`src/rtl/if_prefetch_unit.sv`:
```
// -----------------------------------------------------------------------------
// if_prefetch_unit
//
// Instruction-fetch front end that sits ahead of the core's IF/ID register.
// It issues in-order word requests to instruction memory and keeps returned
// words, together with their PCs, in a small prefetch FIFO. The FIFO head goes
// to decode over a valid/ready handshake. A redirect from execute (branch,
// jump or trap) flushes the FIFO and restarts fetch at the new address.
// Responses to requests issued before the redirect are still in flight; they
// are consumed and discarded in the DRAIN state.
//
// Optional feature macro: IF_STATIC_PRED_EN
//   Defined     : static backward-taken/forward-not-taken prediction on push.
//                 JAL and backward conditional branches are tagged
//                 pred_taken=1, and fetch is steered to pc+imm internally.
//   Not defined : purely sequential fetch, o_pred_taken is tied to 0.
//
// Parameters
//   RESET_PC    first fetch address after reset
//   FIFO_DEPTH  prefetch entries (power of 2, >= 2); also caps outstanding reqs
//
// Ports
//   clk, rst_n        clock (posedge) / asynchronous active-low reset
//   o_imem_req        request valid toward instruction memory
//   o_imem_addr       word-aligned request address
//   i_imem_gnt        request accepted this cycle (req & gnt = issued)
//   i_imem_rvalid     in-order response valid
//   i_imem_rdata      response instruction word
//   i_redirect        flush and restart fetch at i_redirect_addr
//   i_redirect_addr   new fetch PC
//   o_valid           {o_pc, o_instr} valid toward decode
//   i_ready           decode accepts the head entry
//   o_pc, o_instr     head entry PC and instruction word
//   o_pred_taken      head entry was predicted taken
//   o_redirect_misal  one-cycle pulse: redirect target had addr[1:0] != 0
// -----------------------------------------------------------------------------
module if_prefetch_unit #(
  parameter logic [31:0] RESET_PC   = 32'h0000_0000,
  parameter int          FIFO_DEPTH = 4
) (
  input  logic        clk,
  input  logic        rst_n,
  output logic        o_imem_req,
  output logic [31:0] o_imem_addr,
  input  logic        i_imem_gnt,
  input  logic        i_imem_rvalid,
  input  logic [31:0] i_imem_rdata,
  input  logic        i_redirect,
  input  logic [31:0] i_redirect_addr,
  output logic        o_valid,
  input  logic        i_ready,
  output logic [31:0] o_pc,
  output logic [31:0] o_instr,
  output logic        o_pred_taken,
  output logic        o_redirect_misal
);

  localparam int PTR_W = $clog2(FIFO_DEPTH);
  localparam int CNT_W = PTR_W + 1;

  localparam logic [PTR_W-1:0] PTR_ONE  = PTR_W'(1'b1);
  localparam logic [CNT_W-1:0] CNT_ONE  = CNT_W'(1'b1);
  localparam logic [CNT_W-1:0] CNT_ZERO = CNT_W'(1'b0);
  localparam logic [CNT_W:0]   DEPTH_C  = (CNT_W + 1)'(FIFO_DEPTH);

  typedef enum logic [1:0] {
    ST_BOOT  = 2'b00,
    ST_RUN   = 2'b01,
    ST_DRAIN = 2'b10
  } state_t;

  // ---------------------------------------------------------------------------
  // State
  // ---------------------------------------------------------------------------
  state_t             state_r;
  state_t             state_nxt_s;
  logic [31:0]        fetch_pc_r;   // address of the next request to issue
  logic [31:0]        resp_pc_r;    // PC belonging to the next accepted response
  logic [CNT_W-1:0]   outst_r;      // requests granted but not yet answered
  logic [CNT_W-1:0]   count_r;      // valid FIFO entries
  logic [PTR_W-1:0]   rd_ptr_r;
  logic [PTR_W-1:0]   wr_ptr_r;
  logic [31:0]        pc_mem_r    [FIFO_DEPTH];
  logic [31:0]        instr_mem_r [FIFO_DEPTH];
  logic               misal_r;

  // ---------------------------------------------------------------------------
  // Combinational helpers
  // ---------------------------------------------------------------------------
  logic               req_s;
  logic               issue_s;
  logic               rsp_s;
  logic               push_s;
  logic               pop_s;
  logic [CNT_W-1:0]   outst_nxt_s;
  logic [CNT_W:0]     occupancy_s;
  logic               pred_hit_s;
  logic [31:0]        pred_target_s;
  logic               int_redir_s;
  logic               redir_s;
  logic [31:0]        redir_tgt_s;

  assign issue_s = req_s & i_imem_gnt;
  // A response with nothing outstanding is stray and ignored entirely.
  assign rsp_s   = i_imem_rvalid & (outst_r != CNT_ZERO);
  // Responses are stored only in RUN; an external redirect discards the
  // response arriving in the same cycle.
  assign push_s  = rsp_s & (state_r == ST_RUN) & ~i_redirect;
  assign pop_s   = (count_r != CNT_ZERO) & i_ready & ~i_redirect;

  assign outst_nxt_s = outst_r
                     + (issue_s ? CNT_ONE : CNT_ZERO)
                     - (rsp_s   ? CNT_ONE : CNT_ZERO);

  assign occupancy_s = {1'b0, count_r} + {1'b0, outst_r};

`ifdef IF_STATIC_PRED_EN
  localparam logic [6:0] OPC_JAL    = 7'b1101111;
  localparam logic [6:0] OPC_BRANCH = 7'b1100011;

  logic [31:0] j_imm_s;
  logic [31:0] b_imm_s;
  logic [CNT_W-1:0] pred_mem_unused_s;
  logic        pred_mem_r [FIFO_DEPTH];

  assign j_imm_s = {{12{i_imem_rdata[31]}}, i_imem_rdata[19:12], i_imem_rdata[20],
                    i_imem_rdata[30:21], 1'b0};
  assign b_imm_s = {{20{i_imem_rdata[31]}}, i_imem_rdata[7], i_imem_rdata[30:25],
                    i_imem_rdata[11:8], 1'b0};
  assign pred_mem_unused_s = CNT_ZERO;

  // Static BTFN decision on the incoming word: JAL always, branches when backward.
  always_comb begin
    pred_hit_s    = 1'b0;
    pred_target_s = resp_pc_r;
    if (i_imem_rdata[6:0] == OPC_JAL) begin
      pred_hit_s    = 1'b1;
      pred_target_s = resp_pc_r + j_imm_s;
    end else if ((i_imem_rdata[6:0] == OPC_BRANCH) && i_imem_rdata[31]) begin
      pred_hit_s    = 1'b1;
      pred_target_s = resp_pc_r + b_imm_s;
    end else begin
      pred_hit_s    = 1'b0;
      pred_target_s = resp_pc_r;
    end
  end

  // Prediction tag storage, written alongside the PC/instruction entry.
  always_ff @(posedge clk or negedge rst_n) begin
    if (!rst_n) begin
      pred_mem_r <= '{default: 1'b0};
    end else if (push_s) begin
      pred_mem_r[wr_ptr_r] <= pred_hit_s;
    end else begin
      pred_mem_r <= pred_mem_r;
    end
  end

  assign o_pred_taken = pred_mem_r[rd_ptr_r];
`else
  assign pred_hit_s    = 1'b0;
  assign pred_target_s = 32'h0000_0000;
  assign o_pred_taken  = 1'b0;
`endif

  // Internal redirect behaves like an external one except that the entry
  // carrying the prediction (and everything older) stays in the FIFO.
  assign int_redir_s = push_s & pred_hit_s;
  assign redir_s     = i_redirect | int_redir_s;

  // External redirect has priority over the internally predicted target.
  always_comb begin
    redir_tgt_s = pred_target_s;
    if (i_redirect) begin
      redir_tgt_s = i_redirect_addr;
    end else begin
      redir_tgt_s = pred_target_s;
    end
  end

  // ---------------------------------------------------------------------------
  // FSM
  // ---------------------------------------------------------------------------

  // State register.
  always_ff @(posedge clk or negedge rst_n) begin
    if (!rst_n) begin
      state_r <= ST_BOOT;
    end else begin
      state_r <= state_nxt_s;
    end
  end

  // Next-state logic; DRAIN lasts until every stale response has come back.
  always_comb begin
    state_nxt_s = state_r;
    case (state_r)
      ST_BOOT: begin
        state_nxt_s = ST_RUN;
      end
      ST_RUN: begin
        if (redir_s && (outst_nxt_s != CNT_ZERO)) begin
          state_nxt_s = ST_DRAIN;
        end else begin
          state_nxt_s = ST_RUN;
        end
      end
      ST_DRAIN: begin
        if (outst_nxt_s == CNT_ZERO) begin
          state_nxt_s = ST_RUN;
        end else begin
          state_nxt_s = ST_DRAIN;
        end
      end
      default: begin
        state_nxt_s = ST_BOOT;
      end
    endcase
  end

  // Output logic: request only while buffered + in-flight words leave a free slot,
  // which is what makes FIFO overflow impossible.
  always_comb begin
    req_s = 1'b0;
    case (state_r)
      ST_RUN: begin
        if (occupancy_s < DEPTH_C) begin
          req_s = 1'b1;
        end else begin
          req_s = 1'b0;
        end
      end
      ST_BOOT:  req_s = 1'b0;
      ST_DRAIN: req_s = 1'b0;
      default:  req_s = 1'b0;
    endcase
  end

  // ---------------------------------------------------------------------------
  // Fetch/response address tracking
  // ---------------------------------------------------------------------------

  // Fetch PC, response PC, outstanding counter and misalignment pulse.
  always_ff @(posedge clk or negedge rst_n) begin
    if (!rst_n) begin
      fetch_pc_r <= RESET_PC;
      resp_pc_r  <= RESET_PC;
      outst_r    <= CNT_ZERO;
      misal_r    <= 1'b0;
    end else begin
      outst_r <= outst_nxt_s;
      misal_r <= redir_s & (redir_tgt_s[1:0] != 2'b00);
      if (redir_s) begin
        // All responses still in flight get dropped, so the next accepted
        // response is the first word fetched from the new target.
        fetch_pc_r <= {redir_tgt_s[31:2], 2'b00};
        resp_pc_r  <= {redir_tgt_s[31:2], 2'b00};
      end else begin
        if (issue_s) begin
          fetch_pc_r <= fetch_pc_r + 32'd4;
        end else begin
          fetch_pc_r <= fetch_pc_r;
        end
        if (push_s) begin
          resp_pc_r <= resp_pc_r + 32'd4;
        end else begin
          resp_pc_r <= resp_pc_r;
        end
      end
    end
  end

  // ---------------------------------------------------------------------------
  // Prefetch FIFO
  // ---------------------------------------------------------------------------

  // FIFO pointers, occupancy and entry storage; external redirect empties it.
  always_ff @(posedge clk or negedge rst_n) begin
    if (!rst_n) begin
      rd_ptr_r    <= {PTR_W{1'b0}};
      wr_ptr_r    <= {PTR_W{1'b0}};
      count_r     <= CNT_ZERO;
      pc_mem_r    <= '{default: 32'h0000_0000};
      instr_mem_r <= '{default: 32'h0000_0000};
    end else if (i_redirect) begin
      rd_ptr_r <= {PTR_W{1'b0}};
      wr_ptr_r <= {PTR_W{1'b0}};
      count_r  <= CNT_ZERO;
    end else begin
      if (push_s) begin
        pc_mem_r[wr_ptr_r]    <= resp_pc_r;
        instr_mem_r[wr_ptr_r] <= i_imem_rdata;
        wr_ptr_r              <= wr_ptr_r + PTR_ONE;
      end else begin
        wr_ptr_r <= wr_ptr_r;
      end
      if (pop_s) begin
        rd_ptr_r <= rd_ptr_r + PTR_ONE;
      end else begin
        rd_ptr_r <= rd_ptr_r;
      end
      count_r <= count_r
               + (push_s ? CNT_ONE : CNT_ZERO)
               - (pop_s  ? CNT_ONE : CNT_ZERO);
    end
  end

  assign o_imem_req       = req_s;
  assign o_imem_addr      = fetch_pc_r;
  assign o_valid          = (count_r != CNT_ZERO);
  assign o_pc             = pc_mem_r[rd_ptr_r];
  assign o_instr          = instr_mem_r[rd_ptr_r];
  assign o_redirect_misal = misal_r;

endmodule

```
`config.mk`:
```
export PLATFORM = sky130hd
export DESIGN_NAME = if_prefetch_unit
export DESIGN_NICKNAME = d
export VERILOG_FILES = /design/src/rtl/if_prefetch_unit.sv
export SDC_FILE = /design/constraint.sdc
export NUM_CORES = 1
export LEC_CHECK = 0
export CAP_MARGIN = 15
export CORE_UTILIZATION = 27
export CTS_BUF_LIST = sky130_fd_sc_hd__clkbuf_8
export DETAILED_ROUTE_END_ITERATION = 12
export MAX_ROUTING_LAYER = met4
export SYNTH_ARGS = -nofsm -noshare
export SYNTH_HDL_FRONTEND = slang
export SYNTH_SLANG_ARGS = --single-unit
```
`constraint.sdc`:
```
create_clock -name clk -period 3.65 [get_ports clk]
set_clock_uncertainty 0.15 [all_clocks]
set_input_delay 0.365 -clock clk [delete_from_list [all_inputs] [get_ports clk]]
set_output_delay 0.365 -clock clk [all_outputs]
set_load 0.05 [all_outputs]
```
==> reports/results.tsv <==
metric	value	unit
setup_violations	0	
io_pins	170	
p_clk_share	22.2	%
power.share.switching	38.4	%
cts_buffers	59	
path_class	flip-flop to output pin	
drtIter0Drc	371	
antenna_found_initial	0	
antenna_left	0	
via_per_inst	4.71	
maxCapViolations	0	
worst_skew_pair.late_latency	0.63	ns
postSynth.topFlopCell	dfrtp_1	
switching_power	0.00569	W
antenna_cells	0	
die_w	237	um
htreeDepth	2	
leakage	7.96	nW
postLayoutCoreUtil	34.4	%
rsz0062_at_grt	false	
syn_inst	1041	
seq_area_frac_synth	53.8	%
async_flop_share	100	%
synth_edf_count	0	
cts_tree	built	
grt-ovfl-total	0	
fmax	0.306	GHz
layout_common_cells	dfrtp_1, mux2_2, clkdlybuf4s50_1, clkbuf_8, mux4_2	
slew_violations	0	
vias	9254	
cts_num_sinks	321	
cp_data_arrival_time	2.75	ns
drc_errors	0	
clkTransAtPathRegs	0.06	ns
combPwrFrac	42.8	%
slew_headroom	50.6	%
startpoint_type	flip-flop	
nNetsFinal	1314	
status	completed	
power	0.0148	W
clockBufferDepth	3	
p_int	0.00914	W
setup_tns	0	ns
power_density	796	nW/um^2
synth-warning-count	0	
finalHoldViolations	0	
wl	37300	um
syn_avg_cell_area	14.4	um^2
irDropWorstVdd	0.000644	V
clockRootBuffer	clkbuf_8	
wire_per_inst	19.0	um
layout-drive-gt1-share	36.4	%
die_area	56300	um^2
p_seq_share	35.0	%
min_path_type	primary input to flip-flop	
die_y	237	um
initial_utilization	27.5	%
grt_pass1_wl	59100	um
io_buffers	164	
dpl.hpwl	24500	um
areaGrowthSynthToFinish	24.7	%
critPathRequiredTime	3.13	ns
grt_max_degree	90	
rows	85	
worstPathMaxFanout	12	
worst_slew_pin_slew	0.741	ns
final_common_cell	dfrtp_1	
finalCritPeriodShare	89.5	%
core	54200	um^2
min_period	3.27	ns
r2r_slack	0.58	ns
grt.total_usage	14.0	%
syn_area	14900	um^2
synth.distinct_cells	51	
place_congestion	0.794	
grt_pass1_vias	10200	
dr.pass1.iters	6	
synth_seq_cells	321	
crit_path_end_kind	output pin	
registers in the layout, summed over array words and instances, names as in the netlist:
register	count
o_imem_addr	30
count_r	3
o_redirect_misal	1
outst_r	3
instr_mem_r	128
state_r	2
resp_pc_r	30
pc_mem_r	120
rd_ptr_r	2
wr_ptr_r	2
cells by family after synthesis:
group | count (synthesis) | synth area share (%)
adders and majority gates | 14 | 1.27
muxes | 338 | 30.1
and+or+nand+nor | 167 | 6.31
buffers and inverters | 94 | 2.89
AOI/OAI and AO/OA | 52 | 2.46
other | 1 | 0.0251
DFF | 321 | 53.8
xor gates and xnor gates | 54 | 3.17
critical path: stages, from the launching register on:
cell             delay [ns]
dfrtp_4                0.47
buf_4                  0.31
mux4_2                 0.60
clkdlybuf4s50_1        0.73
cells in the mapped netlist (all sizes together) (2+ instances only):
cell type  instances  area share [%]
a211oi             3            0.15
a21boi            17            0.85
a21oi             10            0.33
a31oi              4            0.17
and2               8            0.33
and3              10            0.42
and4              10            0.60
buf               45             1.7
clkbuf            28            0.70
dfrtp            321              54
fa                 2            0.27
ha                12             1.0
inv               21            0.53
mux2             272              20
mux2i              4            0.27
mux4              62             9.3
nand2             24            0.60
nand2b            12            0.50
nand3             23            0.80
nand4             11            0.60
nor2              23            0.58
nor2b              4            0.17
nor3              18            0.60
nor4              16            0.71
o21ai              2           0.067
o31a               3            0.18
o31ai              4            0.20
o41ai              2            0.12
or2                2           0.084
or3                2           0.084
or4                3            0.15
xnor2             38             2.2
xor2              16            0.94
metal layers:
metal	share of wire, %	vias up	wire, um	track usage (%)
li1	-	4182	-	-
met1	46	4803	17300	18.5
met2	47	206	17400	21.4
met3	4.9	63	1820	2.90
met4	2.1	0	786	4.48
met5	0	-	0	-
repair_timing:
| action | in CTS | in global routing |
|---|---|---|
| setup buffers | 0 | 1 |
| hold buffers | 1 | 0 |
| endpoints found under the hold margin | 82 | 0 |
| gates resized for setup | 0 | 1 |
| endpoints found under the setup margin | 0 | 7 |
cell type report:
type | count | area [um^2]
Clock inverter | 32 | 166
Fill cell | 5293 | 35600
Timing Repair Buffer | 197 | 2020
Tap cell | 696 | 871
Inverter | 21 | 78.8
Clock buffer | 69 | 950
Sequential cell | 321 | 8040
Multi-Input combinational cell | 630 | 6500
power by group through the flow:
stage	clock network, W	registers (W)	logic (W)
5_1_grt	0.00360	0.00535	0.00670
4_1_cts	0.00344	0.00525	0.00640
6_report	0.00329	0.00520	0.00635
3_3_place_gp	0	0.00525	0.00631
3_5_place_dp	0	0.00530	0.00639
2_1_floorplan	0	0.00514	0.00446
final timing paths:
| check | startpoint | endpoint | depth (start not counted) |
|---|---|---|---|
| hold / removal | i_redirect_addr[1] | o_redirect_misal$_DFF_PN0_ | 3 |
| setup reg to reg | outst_r[2]$_DFF_PN0_ | state_r[0]$_DFF_PN0_ | 11 |
| setup / recovery | rd_ptr_r[0]$_DFFE_PN0P_ | o_pc[17] | 3 |
| max in group asynchronous | rst_n | instr_mem_r[127]$_DFFE_PN0P_ | 3 |
| min in group asynchronous | rst_n | instr_mem_r[105]$_DFFE_PN0P_ | 2 |
| hold reg to reg | state_r[0]$_DFF_PN0_ | state_r[0]$_DFF_PN0_ | 1 |
per-stage QoR:
step	hold WS, ns	instance area (um^2)	std cells	worst slack [ns]
CTS	0.0694	18600	1965	0.0358
floorplan	-0.0806	15000	1045	0.479
finish	0.141	18600	1966	0.383
global placement	0.305	17500	1863	0.599
global route	0.132	18600	1966	0.245
detailed placement	0.297	17500	1863	0.547
(Power assumes the default switching activity.)
